### config.mk
export PLATFORM = sky130hd
export DESIGN_NAME = demux_tdm_sync_flat
export DESIGN_NICKNAME = d
export VERILOG_FILES = /design/src/rtl/demux_pkg.sv /design/src/rtl/demux_tdm_sync_if.sv /design/src/rtl/demux_onehot.sv /design/src/rtl/demux_tdm_sync.sv /design/src/flat_wrapper.sv
export SDC_FILE = /design/constraint.sdc
export NUM_CORES = 1
export LEC_CHECK = 0
export ABC_CLOCK_PERIOD_IN_PS = 1800
export CAP_MARGIN = 20
export CORE_MARGIN = 10
export CORE_UTILIZATION = 30
export DETAILED_ROUTE_END_ITERATION = 12
export PLACE_DENSITY_LB_ADDON = 0.2
export SLEW_MARGIN = 20
export SYNTH_ARGS = -nofsm -noshare
export SYNTH_HDL_FRONTEND = slang
export SYNTH_SLANG_ARGS = --single-unit
### constraint.sdc
create_clock -name clk -period 1.8 [get_ports clk]
set_input_delay 0.36 -clock clk [delete_from_list [all_inputs] [get_ports clk]]
set_output_delay 0.36 -clock clk [all_outputs]
set_load 0.05 [all_outputs]
### src/rtl/demux_pkg.sv
// Shared types and defaults for the TDM demultiplexer family.
//   state_e  : frame-alignment state (hunting for sync / locked to frame)
//   NChDef   : default number of time slots per frame
//   SelWDef  : default channel-index width, clog2(NChDef)
package demux_pkg;

  typedef enum logic {
    StHunt = 1'b0,
    StLock = 1'b1
  } state_e;

  localparam int unsigned NChDef  = 4;
  localparam int unsigned SelWDef = 2;

endpackage

### src/rtl/demux_tdm_sync_if.sv
// Bundle of the serial-in / parallel-out signals of demux_tdm_sync.
//   din, din_valid, sync : serial TDM beat from the link (source -> demux)
//   y, y_valid           : one-hot demux of the last accepted beat
//   ch_idx               : slot the next accepted beat lands in
//   dout, dout_valid     : reassembled frame, bit i = channel i
//   frame_err            : sync framing violation pulse
//   locked               : demux is aligned to the frame
// master = stream source / consumer side, slave = demux.
interface demux_tdm_sync_if #(
  parameter int unsigned N_CH  = 4,
  parameter int unsigned SEL_W = 2
);
  logic             din;
  logic             din_valid;
  logic             sync;
  logic [N_CH-1:0]  y;
  logic             y_valid;
  logic [SEL_W-1:0] ch_idx;
  logic [N_CH-1:0]  dout;
  logic             dout_valid;
  logic             frame_err;
  logic             locked;

  modport master (
    output din, din_valid, sync,
    input  y, y_valid, ch_idx, dout, dout_valid, frame_err, locked
  );

  modport slave (
    input  din, din_valid, sync,
    output y, y_valid, ch_idx, dout, dout_valid, frame_err, locked
  );
endinterface

### src/rtl/demux_onehot.sv
// Combinational N_CH-way 1-bit demux: routes i_din to bit i_ch of o_y, all
// other bits 0. Out-of-range indices (non-power-of-2 N_CH) give all zeros.
//   i_din : data bit
//   i_ch  : destination channel
//   o_y   : one-hot-placed data
module demux_onehot #(
  parameter int unsigned N_CH  = 4,
  parameter int unsigned SEL_W = 2
) (
  input  logic             i_din,
  input  logic [SEL_W-1:0] i_ch,
  output logic [N_CH-1:0]  o_y
);

  always_comb begin
    o_y = '0;
    for (int unsigned i = 0; i < N_CH; i++) begin
      o_y[i] = i_din & (i_ch == SEL_W'(i));
    end
  end

endmodule

### src/rtl/demux_tdm_sync.sv
// Receive-side TDM demultiplexer. Aligns to a sync-marked 1-bit stream,
// demuxes each beat to its channel and reassembles full frames into a
// parallel word.
//   clk   : system clock, rising edge
//   rst_n : synchronous active-low reset
//   bus   : demux_tdm_sync_if.slave (serial input, demux/frame outputs)
module demux_tdm_sync
  import demux_pkg::*;
#(
  parameter int unsigned N_CH  = NChDef,
  parameter int unsigned SEL_W = SelWDef
) (
  input  logic                   clk,
  input  logic                   rst_n,
  demux_tdm_sync_if.slave        bus
);

  localparam logic [SEL_W-1:0] LastCh = SEL_W'(N_CH - 1);
  localparam logic [SEL_W-1:0] FirstData = SEL_W'(1);

  state_e           r_state, w_state_nxt;
  logic [SEL_W-1:0] r_ch, w_ch_nxt;
  // Channels 0..N_CH-2 are buffered; the last channel goes straight to dout.
  logic [N_CH-2:0]  r_slot, w_slot_nxt;
  logic [N_CH-1:0]  r_y, w_y_nxt;
  logic             r_y_valid, w_y_valid_nxt;
  logic [N_CH-1:0]  r_dout, w_dout_nxt;
  logic             r_dout_valid, w_dout_valid_nxt;
  logic             r_frame_err, w_frame_err_nxt;

  logic             w_demux;
  logic [SEL_W-1:0] w_dec_ch;
  logic [N_CH-1:0]  w_dec_y;

  // A sync beat always lands in channel 0, even if it arrives early.
  assign w_dec_ch = bus.sync ? '0 : r_ch;

  demux_onehot #(
    .N_CH  (N_CH),
    .SEL_W (SEL_W)
  ) u_onehot (
    .i_din (bus.din),
    .i_ch  (w_dec_ch),
    .o_y   (w_dec_y)
  );

  always_comb begin
    w_state_nxt      = r_state;
    w_ch_nxt         = r_ch;
    w_slot_nxt       = r_slot;
    w_dout_nxt       = r_dout;
    w_dout_valid_nxt = 1'b0;
    w_frame_err_nxt  = 1'b0;
    w_demux          = 1'b0;

    if (bus.din_valid) begin
      case (r_state)
        StHunt: begin
          if (bus.sync) begin
            w_state_nxt   = StLock;
            w_slot_nxt[0] = bus.din;
            w_ch_nxt      = FirstData;
            w_demux       = 1'b1;
          end
        end
        StLock: begin
          if (bus.sync) begin
            // Early sync drops the partial frame and restarts at channel 0.
            w_frame_err_nxt = (r_ch != '0);
            w_slot_nxt[0]   = bus.din;
            w_ch_nxt        = FirstData;
            w_demux         = 1'b1;
          end else if (r_ch == '0) begin
            // Missing sync: lost alignment, beat is not demuxed.
            w_frame_err_nxt = 1'b1;
            w_state_nxt     = StHunt;
            w_ch_nxt        = '0;
          end else if (r_ch == LastCh) begin
            w_dout_nxt       = {bus.din, r_slot};
            w_dout_valid_nxt = 1'b1;
            w_ch_nxt         = '0;
            w_demux          = 1'b1;
          end else begin
            for (int unsigned i = 1; i < N_CH - 1; i++) begin
              if (r_ch == SEL_W'(i)) begin
                w_slot_nxt[i] = bus.din;
              end
            end
            // Explicit compare above handles wrap, so no modulo reliance here.
            w_ch_nxt = r_ch + FirstData;
            w_demux  = 1'b1;
          end
        end
        default: begin
          w_state_nxt = StHunt;
          w_ch_nxt    = '0;
        end
      endcase
    end

    w_y_nxt       = w_demux ? w_dec_y : r_y;
    w_y_valid_nxt = w_demux;
  end

  always_ff @(posedge clk) begin
    if (!rst_n) begin
      r_state      <= StHunt;
      r_ch         <= '0;
      r_slot       <= '0;
      r_y          <= '0;
      r_y_valid    <= 1'b0;
      r_dout       <= '0;
      r_dout_valid <= 1'b0;
      r_frame_err  <= 1'b0;
    end else begin
      r_state      <= w_state_nxt;
      r_ch         <= w_ch_nxt;
      r_slot       <= w_slot_nxt;
      r_y          <= w_y_nxt;
      r_y_valid    <= w_y_valid_nxt;
      r_dout       <= w_dout_nxt;
      r_dout_valid <= w_dout_valid_nxt;
      r_frame_err  <= w_frame_err_nxt;
    end
  end

  assign bus.y          = r_y;
  assign bus.y_valid    = r_y_valid;
  assign bus.ch_idx     = r_ch;
  assign bus.dout       = r_dout;
  assign bus.dout_valid = r_dout_valid;
  assign bus.frame_err  = r_frame_err;
  assign bus.locked     = (r_state == StLock);

endmodule

### src/flat_wrapper.sv
// flat-port wrapper written by rule: the top's interface ports become plain ports
module demux_tdm_sync_flat import demux_pkg::*;
#(
  parameter int unsigned N_CH  = NChDef,
  parameter int unsigned SEL_W = SelWDef
)
  (clk, rst_n, bus_din, bus_din_valid, bus_sync, bus_y, bus_y_valid, bus_ch_idx, bus_dout, bus_dout_valid, bus_frame_err, bus_locked);
  demux_tdm_sync_if #(.N_CH(N_CH), .SEL_W(SEL_W)) bus_i ();
  input  logic clk;
  input  logic rst_n;
  input wire logic [$bits(bus_i.din)-1:0] bus_din;
  input wire logic [$bits(bus_i.din_valid)-1:0] bus_din_valid;
  input wire logic [$bits(bus_i.sync)-1:0] bus_sync;
  output wire logic [$bits(bus_i.y)-1:0] bus_y;
  output wire logic [$bits(bus_i.y_valid)-1:0] bus_y_valid;
  output wire logic [$bits(bus_i.ch_idx)-1:0] bus_ch_idx;
  output wire logic [$bits(bus_i.dout)-1:0] bus_dout;
  output wire logic [$bits(bus_i.dout_valid)-1:0] bus_dout_valid;
  output wire logic [$bits(bus_i.frame_err)-1:0] bus_frame_err;
  output wire logic [$bits(bus_i.locked)-1:0] bus_locked;
  assign bus_i.din = bus_din;
  assign bus_i.din_valid = bus_din_valid;
  assign bus_i.sync = bus_sync;
  assign bus_y = bus_i.y;
  assign bus_y_valid = bus_i.y_valid;
  assign bus_ch_idx = bus_i.ch_idx;
  assign bus_dout = bus_i.dout;
  assign bus_dout_valid = bus_i.dout_valid;
  assign bus_frame_err = bus_i.frame_err;
  assign bus_locked = bus_i.locked;
  demux_tdm_sync #(.N_CH(N_CH), .SEL_W(SEL_W)) u_core (.clk(clk), .rst_n(rst_n), .bus(bus_i));
endmodule
==> summary.md <==
| Metric | Value |
|---|---|
| Sequential fraction of the synthesis area | `0.434` |
| Outcome | `complete, no violations` |
| # Post-CTS Setup Buffers | `0` |
| Standard-cell rows | `18` |
| Syn-to-layout area delta | `27.1%` |
| Critical path arrival | `1.84 ns` |
| Setup Viol. Count Final | `0` |
| Core Region | `0.00248 mm2` |
| Slew HR | `0.791` |
| RR Startpoint | `u_core.bus.ch_idx[1]` |
| DIE WIDTH | `71.1 um` |
| Initial Util | `0.317` |
| Die Y | `71.1 um` |
| Vias in the first global route | `690` |
| Vias per cell | `4.78` |
| Worst Tran Pin Value | `0.312 ns` |
| RSZ-0062 raised after global routing | `false` |
| Final core utilization | `0.403` |
| Final Hold Slack | `0.472 ns` |
| CTS root buffer | `clkbuf_4` |
| H-tree depth | `1` |
| Min-delay src | `u_core.r_slot[2]` |
| GRT Overall Usage | `0.0739` |
| CTS tree | `yes` |
| Final GP Congestion | `0.689` |
| Most frequent cells in the layout | `18 x buf_4, 15 x dfxtp_1, 14 x nand2_1, 10 x mux2i_1, 8 x nor2_1` |
| Unique masters post-synth | `20` |
| Final non-filler cell total | `135` |
| Ys Warns | `0` |
| Ant diodes | `0` |
| Initial antenna violation count | `0` |
| Syn nets | `94` |
| # clock sinks | `17` |
| WL final | `1.77 mm` |
| Clock slew at reported path FFs | `0.11 ns` |
| Maximum fanout along the worst path | `9` |
| Layout cells sized above 1 | `0.248` |
| FMAX | `604 MHz` |
| Clock skew | `0.00539 ns` |
| Skew-Pair Late Insertion Delay | `0.29 ns` |
| Cell Area, Synth | `785 um2` |
| Total gr overflow | `0` |
| Final HPWL DP | `1.32 mm` |
| Leakage power | `0.491 nW` |
| Port Buffer Count | `18` |
| Total Negative Setup Slacks | `0 ns` |
| Peak VDD IR | `0.352 mV` |
| Post-CTS Resized | `0` |
| Post-route ant nets | `0` |
| Fillers | `287` |
| Final Critical Period | `1.66 ns` |
| Maximum clock insertion buffer count | `2` |
| WS Path Type | `reg2reg` |
| Largest net degree at the start of global routing | `11` |
| Most common cell after layout, fill and taps aside | `buf_4` |
| Nets | `118` |
| Die Area | `0.00506 mm2` |
| Part of the cycle the worst path needs | `0.920` |
| Overall via count from detail_route | `645` |
| Final max-slew violation count | `0` |
| Routed len/inst | `13.1 um` |
| Worst path required time | `1.98 ns` |
| Max-Cap Viols | `0` |
| Drt pass-1 iters | `4` |
| Synth Instances | `82` |
| Post-CTS Hold Buffers | `0` |
| Pwr per Cell Area | `701 mW/mm2` |
| First-pass GRT wire length | `3.06 mm` |
| # IOs | `19` |
| Final Hold Fails | `0` |
| CP endpoint kind | `flop` |
| CTS buffer count | `3` |
| Post-Syn Area per Cell | `9.57 um2` |
| Synthesis-stage register bit count | `17` |
| Worst hold path class | `reg2reg` |
| Critical Path Source | `u_core.bus.ch_idx[1]` |
| # DRC | `0` |
| Detailed Route Iter0 Violations | `12` |
| Critical Path Source Type | `flop` |
| Placed Instances | `131` |
==> routing by layer <==
layer  GRT usage  vias to the layer above  wire (um)
li1            -                      320          -
met1      0.0796                      304        826
met2       0.117                       17        786
met3      0.0363                        4        128
met4      0.0387                        0         31
met5           0                        -          0
==> sequential cells by signal, indices dropped and copies added (netlist names) <==
| name | flops |
|---|---|
| u_core.bus.frame_err | 1 |
| u_core.bus.y | 4 |
| u_core.r_slot | 3 |
| u_core.bus.dout_valid | 1 |
| u_core.bus.y_valid | 1 |
| u_core.bus.dout | 4 |
| u_core.bus.locked | 1 |
| u_core.bus.ch_idx | 2 |
==> Yosys cell counts <==
cell / n / area, um2
dfxtp_1: 17 / 340
nand2_1: 14 / 52.6
mux2i_1: 10 / 100
nor2_1: 8 / 30.0
ha_1: 7 / 87.6
inv_1: 5 / 18.8
a21oi_1: 4 / 20.0
nand4_1: 4 / 25.0
buf_6: 2 / 22.5
and2b_1: 1 / 7.51
and2b_2: 1 / 8.76
and4b_1: 1 / 10.0
buf_4: 1 / 7.51
nand2b_1: 1 / 6.26
nand3_1: 1 / 5.00
nor4_1: 1 / 6.26
o21ai_0: 1 / 5.00
o21ai_4: 1 / 16.3
o21bai_1: 1 / 7.51
o31ai_1: 1 / 7.51
==> critical path: stages (launching register included) <==
cell and delay [ns]:
dfxtp_2 0.43, inv_1 0.11, ha_1 0.21, inv_1 0.07, ha_1 0.15, nand4_1 0.27, mux2i_1 0.24, nor2_1 0.06
==> stage by stage <==
stage               instance area (um2)  worst slack, ns  power [mW]
finish                              997            0.143       0.699
global route                        997           0.0196       0.738
CTS                                 997            0.124       0.709
detailed placement                  970           0.0696       0.498
global placement                    970           0.0872       0.497
floorplan                           787            0.108       0.464
==> report_power, final <==
group          switching, mW  leakage, nW  internal (mW)
sequential           0.00787        0.139          0.384
combinational         0.0609        0.335         0.0386
clock                  0.126       0.0177         0.0826
==> final cells by class <==
class	count	area, um2	area share
multi-input combinational	57	395	0.396
inverter	5	18.8	0.0188
clock buffer	3	22.5	0.0226
clock inverter	1	5.00	0.00502
sequential	17	343	0.344
timing repair buffer	22	175	0.176
tap	30	37.5	0.0376
==> final timing paths <==
path	to	slack, ns	cells past startpoint
max reg2reg	u_core.bus.dout[1]	0.14	7
min reg2reg	u_core.r_slot[2]	0.47	2
min	u_core.r_slot[2]	0.47	2
max	u_core.bus.dout[1]	0.14	7
==> logic make-up (layout without fill, tap and decap cells) <==
family	after synthesis	after routing	synth area share
adders and majority gates	7	7	0.112
muxes	10	10	0.128
and+or+nand+nor	32	32	0.193
DFF	17	17	0.434
buffers and inverters	8	31	0.0622
AOI/OAI and AO/OA	8	8	0.0718
(Power assumes the default switching activity.)
